===== config.mk =====
export PLATFORM = sky130hd
export DESIGN_NAME = btb_assoc_flat
export DESIGN_NICKNAME = d
export VERILOG_FILES = /design/src/rtl/btb_assoc_if.sv /design/src/rtl/btb_assoc.sv /design/src/flat_wrapper.sv
export SDC_FILE = /design/constraint.sdc
export NUM_CORES = 1
export LEC_CHECK = 0
export CAP_MARGIN = 20
export CORE_ASPECT_RATIO = 0.75
export CORE_MARGIN = 2
export CORE_UTILIZATION = 38
export CTS_BUF_LIST = sky130_fd_sc_hd__clkbuf_4
export DETAILED_ROUTE_END_ITERATION = 8
export HOLD_SLACK_MARGIN = 0.05
export PLACE_DENSITY = 0.62
export SLEW_MARGIN = 40
export SYNTH_ARGS = -nofsm -noshare
export SYNTH_HDL_FRONTEND = slang
export SYNTH_SLANG_ARGS = --single-unit

===== constraint.sdc =====
create_clock -name clk -period 3.9 [get_ports clk]
set_clock_uncertainty 0.05 [all_clocks]
set_input_delay 0.975 -clock clk [delete_from_list [all_inputs] [get_ports clk]]
set_output_delay 0.975 -clock clk [all_outputs]
set_load 0.005 [all_outputs]

===== src/rtl/btb_assoc_if.sv =====
// btb_assoc_if: lookup, resolution-update, flush and statistics signals of the branch target buffer
interface btb_assoc_if #(
  parameter int WIDTH = 31,
  parameter int B_WIDTH = 7
);
  logic [B_WIDTH:0] PC;
  logic [B_WIDTH:0] oldPC;
  logic [WIDTH:0] resolvedTarget;
  logic writeBTB;
  logic takenBranch;
  logic flush;
  logic validRead;
  logic [WIDTH:0] targetAddress;
  logic flushBusy;
  logic [31:0] lookupCount;
  logic [31:0] hitCount;
  modport master (
    output PC, oldPC, resolvedTarget, writeBTB, takenBranch, flush,
    input validRead, targetAddress, flushBusy, lookupCount, hitCount
  );
  modport slave (
    input PC, oldPC, resolvedTarget, writeBTB, takenBranch, flush,
    output validRead, targetAddress, flushBusy, lookupCount, hitCount
  );
endinterface


===== src/rtl/btb_assoc.sv =====
// btb_assoc: set-associative BTB with 2-bit confidence, round-robin replacement and a flush sweep
// Defining BTB_STATS_EN adds lookup/hit counters; otherwise both statistics outputs read 0.
module btb_assoc #(
  parameter int WIDTH = 31,
  parameter int B_WIDTH = 7,
  parameter int SETS = 16,
  parameter int WAYS = 2,
  parameter int TAG_BITS = 4
) (
  input logic clk,
  input logic reset,
  btb_assoc_if.slave bus
);
  localparam int IDX = $clog2(SETS);
  localparam int VW = WAYS > 1 ? $clog2(WAYS) : 1;
  typedef enum logic {IDLE, SWEEP} state_t;
  state_t state, state_n;
  logic [IDX-1:0] ptr, ptr_n;
  logic busy;
  logic [WAYS-1:0] valid_q [SETS];
  logic [WAYS-1:0][TAG_BITS-1:0] tag_q [SETS];
  logic [WAYS-1:0][WIDTH:0] tgt_q [SETS];
  logic [WAYS-1:0][1:0] conf_q [SETS];
  logic [VW-1:0] vic_q [SETS];
  logic [IDX-1:0] wi, ri;
  logic [TAG_BITS-1:0] wt, rt, rd_tag;
  logic whit, winv;
  logic [VW-1:0] hw, iw, aw;
  logic [WAYS-1:0] rd_valid;
  logic [WAYS-1:0][TAG_BITS-1:0] rd_tags;
  logic [WAYS-1:0][WIDTH:0] rd_tgt;
  logic [WAYS-1:0][1:0] rd_conf;
  logic hit_r;
  logic [WIDTH:0] tgt_r;
  assign wi = bus.oldPC[IDX-1:0];
  assign wt = bus.oldPC[IDX+TAG_BITS-1:IDX];
  assign ri = bus.PC[IDX-1:0];
  assign rt = bus.PC[IDX+TAG_BITS-1:IDX];
  assign busy = state == SWEEP;
  assign bus.flushBusy = busy;
  always_ff @(posedge clk or posedge reset)
    if (reset) begin
      state <= SWEEP;
      ptr <= '0;
    end else begin
      state <= state_n;
      ptr <= ptr_n;
    end
  always_comb begin
    state_n = state;
    ptr_n = ptr;
    if (bus.flush) begin
      state_n = SWEEP;
      ptr_n = '0;
    end else if (busy) begin
      ptr_n = ptr + 1'b1;
      state_n = ptr == IDX'(SETS - 1) ? IDLE : SWEEP;
    end
  end
  // Descending scan so the lowest-numbered matching / free way wins.
  always_comb begin
    whit = 1'b0;
    winv = 1'b0;
    hw = '0;
    iw = '0;
    for (int w = WAYS - 1; w >= 0; w--) begin
      if (valid_q[wi][w] && tag_q[wi][w] == wt) begin
        whit = 1'b1;
        hw = VW'(w);
      end
      if (!valid_q[wi][w]) begin
        winv = 1'b1;
        iw = VW'(w);
      end
    end
    aw = winv ? iw : vic_q[wi];
  end
  // Storage has no reset so it can map to RAM; the sweep invalidates it instead.
  always_ff @(posedge clk)
    if (busy) begin
      valid_q[ptr] <= '0;
      vic_q[ptr] <= '0;
    end else if (bus.writeBTB) begin
      if (whit && bus.takenBranch) begin
        tgt_q[wi][hw] <= bus.resolvedTarget;
        conf_q[wi][hw] <= conf_q[wi][hw] == 2'd3 ? 2'd3 : conf_q[wi][hw] + 2'd1;
      end else if (whit) begin
        if (conf_q[wi][hw] == 2'd0) valid_q[wi][hw] <= 1'b0;
        else conf_q[wi][hw] <= conf_q[wi][hw] - 2'd1;
      end else if (bus.takenBranch) begin
        valid_q[wi][aw] <= 1'b1;
        tag_q[wi][aw] <= wt;
        tgt_q[wi][aw] <= bus.resolvedTarget;
        conf_q[wi][aw] <= 2'd2;
        if (!winv) vic_q[wi] <= vic_q[wi] == VW'(WAYS - 1) ? '0 : vic_q[wi] + 1'b1;
      end
    end
  // Reads taken during the sweep may see not-yet-cleared sets, so they are masked.
  always_ff @(posedge clk) begin
    rd_valid <= busy ? '0 : valid_q[ri];
    rd_tags <= tag_q[ri];
    rd_tgt <= tgt_q[ri];
    rd_conf <= conf_q[ri];
    rd_tag <= rt;
  end
  always_comb begin
    hit_r = 1'b0;
    tgt_r = '0;
    for (int w = WAYS - 1; w >= 0; w--)
      if (rd_valid[w] && rd_tags[w] == rd_tag && rd_conf[w][1]) begin
        hit_r = 1'b1;
        tgt_r = rd_tgt[w];
      end
  end
  assign bus.validRead = hit_r && !busy;
  assign bus.targetAddress = bus.validRead ? tgt_r : '0;
`ifdef BTB_STATS_EN
  logic [31:0] lc, hc;
  always_ff @(posedge clk or posedge reset)
    if (reset) begin
      lc <= '0;
      hc <= '0;
    end else if (bus.flush) begin
      lc <= '0;
      hc <= '0;
    end else begin
      lc <= busy ? lc : lc + 32'd1;
      hc <= bus.validRead ? hc + 32'd1 : hc;
    end
  assign bus.lookupCount = lc;
  assign bus.hitCount = hc;
`else
  assign bus.lookupCount = '0;
  assign bus.hitCount = '0;
`endif
endmodule


===== src/flat_wrapper.sv =====
// flat-port wrapper written by rule: the top's interface ports become plain ports
module btb_assoc_flat 
#(
  parameter int WIDTH = 31,
  parameter int B_WIDTH = 7,
  parameter int SETS = 16,
  parameter int WAYS = 2,
  parameter int TAG_BITS = 4
)
  (clk, reset, bus_PC, bus_oldPC, bus_resolvedTarget, bus_writeBTB, bus_takenBranch, bus_flush, bus_validRead, bus_targetAddress, bus_flushBusy, bus_lookupCount, bus_hitCount);
  btb_assoc_if #(.WIDTH(WIDTH), .B_WIDTH(B_WIDTH)) bus_i ();
  input logic clk;
  input logic reset;
  input wire logic [$bits(bus_i.PC)-1:0] bus_PC;
  input wire logic [$bits(bus_i.oldPC)-1:0] bus_oldPC;
  input wire logic [$bits(bus_i.resolvedTarget)-1:0] bus_resolvedTarget;
  input wire logic [$bits(bus_i.writeBTB)-1:0] bus_writeBTB;
  input wire logic [$bits(bus_i.takenBranch)-1:0] bus_takenBranch;
  input wire logic [$bits(bus_i.flush)-1:0] bus_flush;
  output wire logic [$bits(bus_i.validRead)-1:0] bus_validRead;
  output wire logic [$bits(bus_i.targetAddress)-1:0] bus_targetAddress;
  output wire logic [$bits(bus_i.flushBusy)-1:0] bus_flushBusy;
  output wire logic [$bits(bus_i.lookupCount)-1:0] bus_lookupCount;
  output wire logic [$bits(bus_i.hitCount)-1:0] bus_hitCount;
  assign bus_i.PC = bus_PC;
  assign bus_i.oldPC = bus_oldPC;
  assign bus_i.resolvedTarget = bus_resolvedTarget;
  assign bus_i.writeBTB = bus_writeBTB;
  assign bus_i.takenBranch = bus_takenBranch;
  assign bus_i.flush = bus_flush;
  assign bus_validRead = bus_i.validRead;
  assign bus_targetAddress = bus_i.targetAddress;
  assign bus_flushBusy = bus_i.flushBusy;
  assign bus_lookupCount = bus_i.lookupCount;
  assign bus_hitCount = bus_i.hitCount;
  btb_assoc #(.WIDTH(WIDTH), .B_WIDTH(B_WIDTH), .SETS(SETS), .WAYS(WAYS), .TAG_BITS(TAG_BITS)) u_core (.clk(clk), .reset(reset), .bus(bus_i));
endmodule

==> flow_summary.toml <==
[clock_network]
cts_tree = "built"
clock_latency_ns = 1.27
ctsLongestPathBuffers = 4
htreeDepth = 5
cts.sinks = 1349
clk_pin_slew_ns = 0.07
numCtsBuffers = 344
root_buffer = "clkbuf_4"

[grt]
overflow = 0
grt_pass1_vias = 29054
grt_max_degree = 75
grt_pass1_wl_um = 199000
gr-usage-all-layers = 0.193
antenna_found_initial = 11

[synthesis]
synth_top_area_cell = "edfxtp_1"
syn_avg_cell_area_um2 = 21.8
yosysSeqAreaShare = 0.743
synthDominantCellAreaShare = 0.711
synth.area.top_cells = "edfxtp_1, mux4_2, dfxtp_1"
synth_area_um2 = 53400
synth_cell_types = 58
synthCells = 2446
synth_ff_type = "edfxtp_1"
synth_edf_count = 1264
synth_seq_cells = 1349
yosys_warnings = 0
synth_async_sr_flop_share = 0.00371

[timing]
fin_hold_ws_ns = 0.144
hold_viol_final = 0
fmax_ghz = 0.240
setup_ws_ns = -0.261
setup_tns_ns = -6.68
period_share = 1.07
setup_viol = 33
relSlewSlack = 0.512
rsz0062_at_grt = "yes"
worst_pin_slew_ns = 0.731
finalCriticalPeriod_ns = 4.16
drv_slew = 0

[layout]
fill_cells = 11747
final_net_count = 3089
drive_gt1_frac = 0.449
area_growth_pct = 20.1
layout_commonest_cell = "edfxtp_1"
final_cell_mix = "edfxtp_1, clkbuf_4, mux4_2, buf_4, nor2_1"

[route]
drc_errors = 0
wire_per_inst_um = 26.8
routed_wl_um = 138000
detail-route-antenna-nets = 0
drtIter0Drc = 2977
dr.pass1.iters = 7
routed_via_density = 5.38
vias = 27723

[outcome]
outcome = "complete, but fails checks"
failed_checks = "setup timing"

[pwr]
p_seq_frac = 0.544
p_leak_nw = 21.3
ir_drop_mv = 0.237
internal-power_mw = 23.0
p_clk_frac = 0.404
netSwitchingFraction = 0.219
switchingPower_mw = 6.44
powerDensity_nw_per_um2 = 459
combPwrFrac = 0.052

[place]
hpwlAfterDp_um = 80900
gp_congestion = 0.819
port_buffers = 86

[setup_path]
cp.required_ns = 2.87
endpoint_kind = "output pin"
crit_slowest_cell = "a222oi_1"
crit_path_max_fanout = 5
crit_top_cell = "buf_12"
critPathLaunchType = "flip-flop"
crit_type = "flip-flop to output pin"
cpPeakStageDelay_ns = 0.45
critPathArrivalTime_ns = 3.14
critical_path.cell_chain = "inv_2, a222oi_1, nand2_4, buf_12, buf_12, buf_16, mux2i_2, nor2_1, buf_2"
reg2reg_setup_slack_ns = 0.19

[floorplan]
dieArea_um2 = 144000
dieHeight_um = 329
die_w_um = 437
num_io_pins = 151
start_util = 0.382
core_area_um2 = 140000
row_count = 119

[flow_run]
drv_cap = 0

[hold_path]
hold_path.class = "primary input to flip-flop"
==> repair_timing <==
item,in CTS,in global routing
hold endpoints to repair,99,0
setup buffers,16,8
gates resized for setup,247,21
hold buffers,13,0
gates cloned,7,1
pin swaps,26,24
setup endpoints to repair,41,159
==> power by group through the flow <==
stage          Sequential (mW)  Clock [mW]  Combinational (mW)
6_report                  16.0        11.9                1.53
3_3_place_gp              16.3           0                1.46
3_5_place_dp              16.3           0                1.49
5_1_grt                   16.0        13.0                1.64
4_1_cts                   16.0        12.3                1.54
2_1_floorplan             16.2           0               0.946
==> through the flow <==
step                      total power, mW  cells  cell area (µm²)  utilization  setup WS [ns]
after detailed placement             17.8   4522            59000        0.421          -1.02
final                                29.4   5157            64100        0.458         -0.261
after floorplan                      17.2   2509            54100            -         -0.504
after global placement               17.7   4522            59100        0.422         -0.933
after CTS                            29.8   5143            64100        0.458         -0.476
after global routing                 30.6   5154            64100        0.458         -0.429
==> synth_stat cells, types with 2 or more instances <==
| library cell | count |
|---|---|
| a21o_1 | 4 |
| a21oi_2 | 2 |
| a221oi_1 | 4 |
| a22oi_1 | 10 |
| a2bb2oi_1 | 2 |
| and2_1 | 4 |
| and3_1 | 2 |
| buf_1 | 28 |
| buf_2 | 12 |
| buf_4 | 67 |
| buf_6 | 4 |
| clkbuf_1 | 84 |
| dfrtp_1 | 4 |
| dfxtp_1 | 80 |
| edfxtp_1 | 1264 |
| ha_1 | 4 |
| inv_1 | 21 |
| mux2_1 | 4 |
| mux2_2 | 16 |
| mux2i_1 | 65 |
| mux4_2 | 440 |
| nand2_1 | 36 |
| nand2b_1 | 11 |
| nand3_1 | 13 |
| nand3b_1 | 2 |
| nand4_1 | 3 |
| nand4b_1 | 2 |
| nor2_1 | 200 |
| nor2b_1 | 9 |
| nor3_1 | 5 |
| nor4_1 | 3 |
| o211ai_1 | 2 |
| o22ai_1 | 3 |
| or3_1 | 5 |
| xnor2_1 | 6 |
| xor2_1 | 3 |
==> cell type report <==
cell class,count,area (µm²),share of cell area
diodes,10,25.0,0.000390
clock buffers,523,3930,0.0612
clock inverters,63,352,0.00548
inverters,21,78.8,0.00123
multi-input cells,943,13700,0.213
flip-flops and latches,1349,39700,0.619
well taps,1875,2350,0.0366
repair buffers,373,4030,0.0628
==> cell families (layout without fill, tap and decap cells) <==
logic type	count (synthesis)	after routing	synth area share
flops	1349	1349	0.743
mux	525	525	0.202
simple gates	302	302	0.0247
buf+inv	217	980	0.0210
compound gates	38	38	0.00637
xor+xnor	10	10	0.00178
fa+ha+maj	4	4	0.000937
other cells	1	74	0.0000702
==> sequential cells by signal (all words and copies together) (netlist names) <==
| name | count |
|---|---|
| u_core.tag_q | 128 |
| u_core.vic_q | 16 |
| u_core.rd_valid | 2 |
| u_core.rd_tgt | 64 |
| u_core.conf_q | 64 |
| u_core.tgt_q | 1024 |
| u_core.rd_conf | 2 |
| u_core.rd_tag | 4 |
| u_core.valid_q | 32 |
| u_core.bus.flushBusy | 1 |
| u_core.rd_tags | 8 |
| u_core.ptr | 4 |
==> worst max-delay path, delay by kind of cell, from the launching register on <==
family                 cells  cell delay, ns
muxes                      1            0.20
AOI/OAI and AO/OA          1            0.45
buffers and inverters      5            0.67
DFF                        1            0.35
and+or+nand+nor            2            0.18
==> metal layers <==
layer / wire, µm / global-route usage / share of wire / vias to the layer above
met1: 59000 / 0.272 / 0.43 / 14685
li1: - / - / - / 11463
met3: 12400 / 0.0545 / 0.089 / 228
met5: 23 / 0 / 0.00017 / -
met2: 64200 / 0.290 / 0.46 / 1343
met4: 2790 / 0.0679 / 0.020 / 4
==> path summary, 6_finish.rpt <==
kind                                           startpoint                             end  depth (start not counted)
max in group asynchronous                           reset  u_core.bus.flushBusy$_DFF_PP1_                          3
min in group asynchronous                           reset       u_core.ptr[0]$_DFFE_PP0P_                          3
setup reg to reg             u_core.tag_q[7][7]$_DFFE_PP_   u_core.conf_q[6][2]$_DFFE_PP_                         13
hold reg to reg            u_core.bus.flushBusy$_DFF_PP1_  u_core.bus.flushBusy$_DFF_PP1_                          1
hold / removal                     bus_resolvedTarget[30]   u_core.tgt_q[7][62]$_DFFE_PP_                          1
setup / recovery                 u_core.rd_tag[0]$_DFF_P_           bus_targetAddress[12]                          9
No activity file was read; power rests on OpenSTA's default activity.
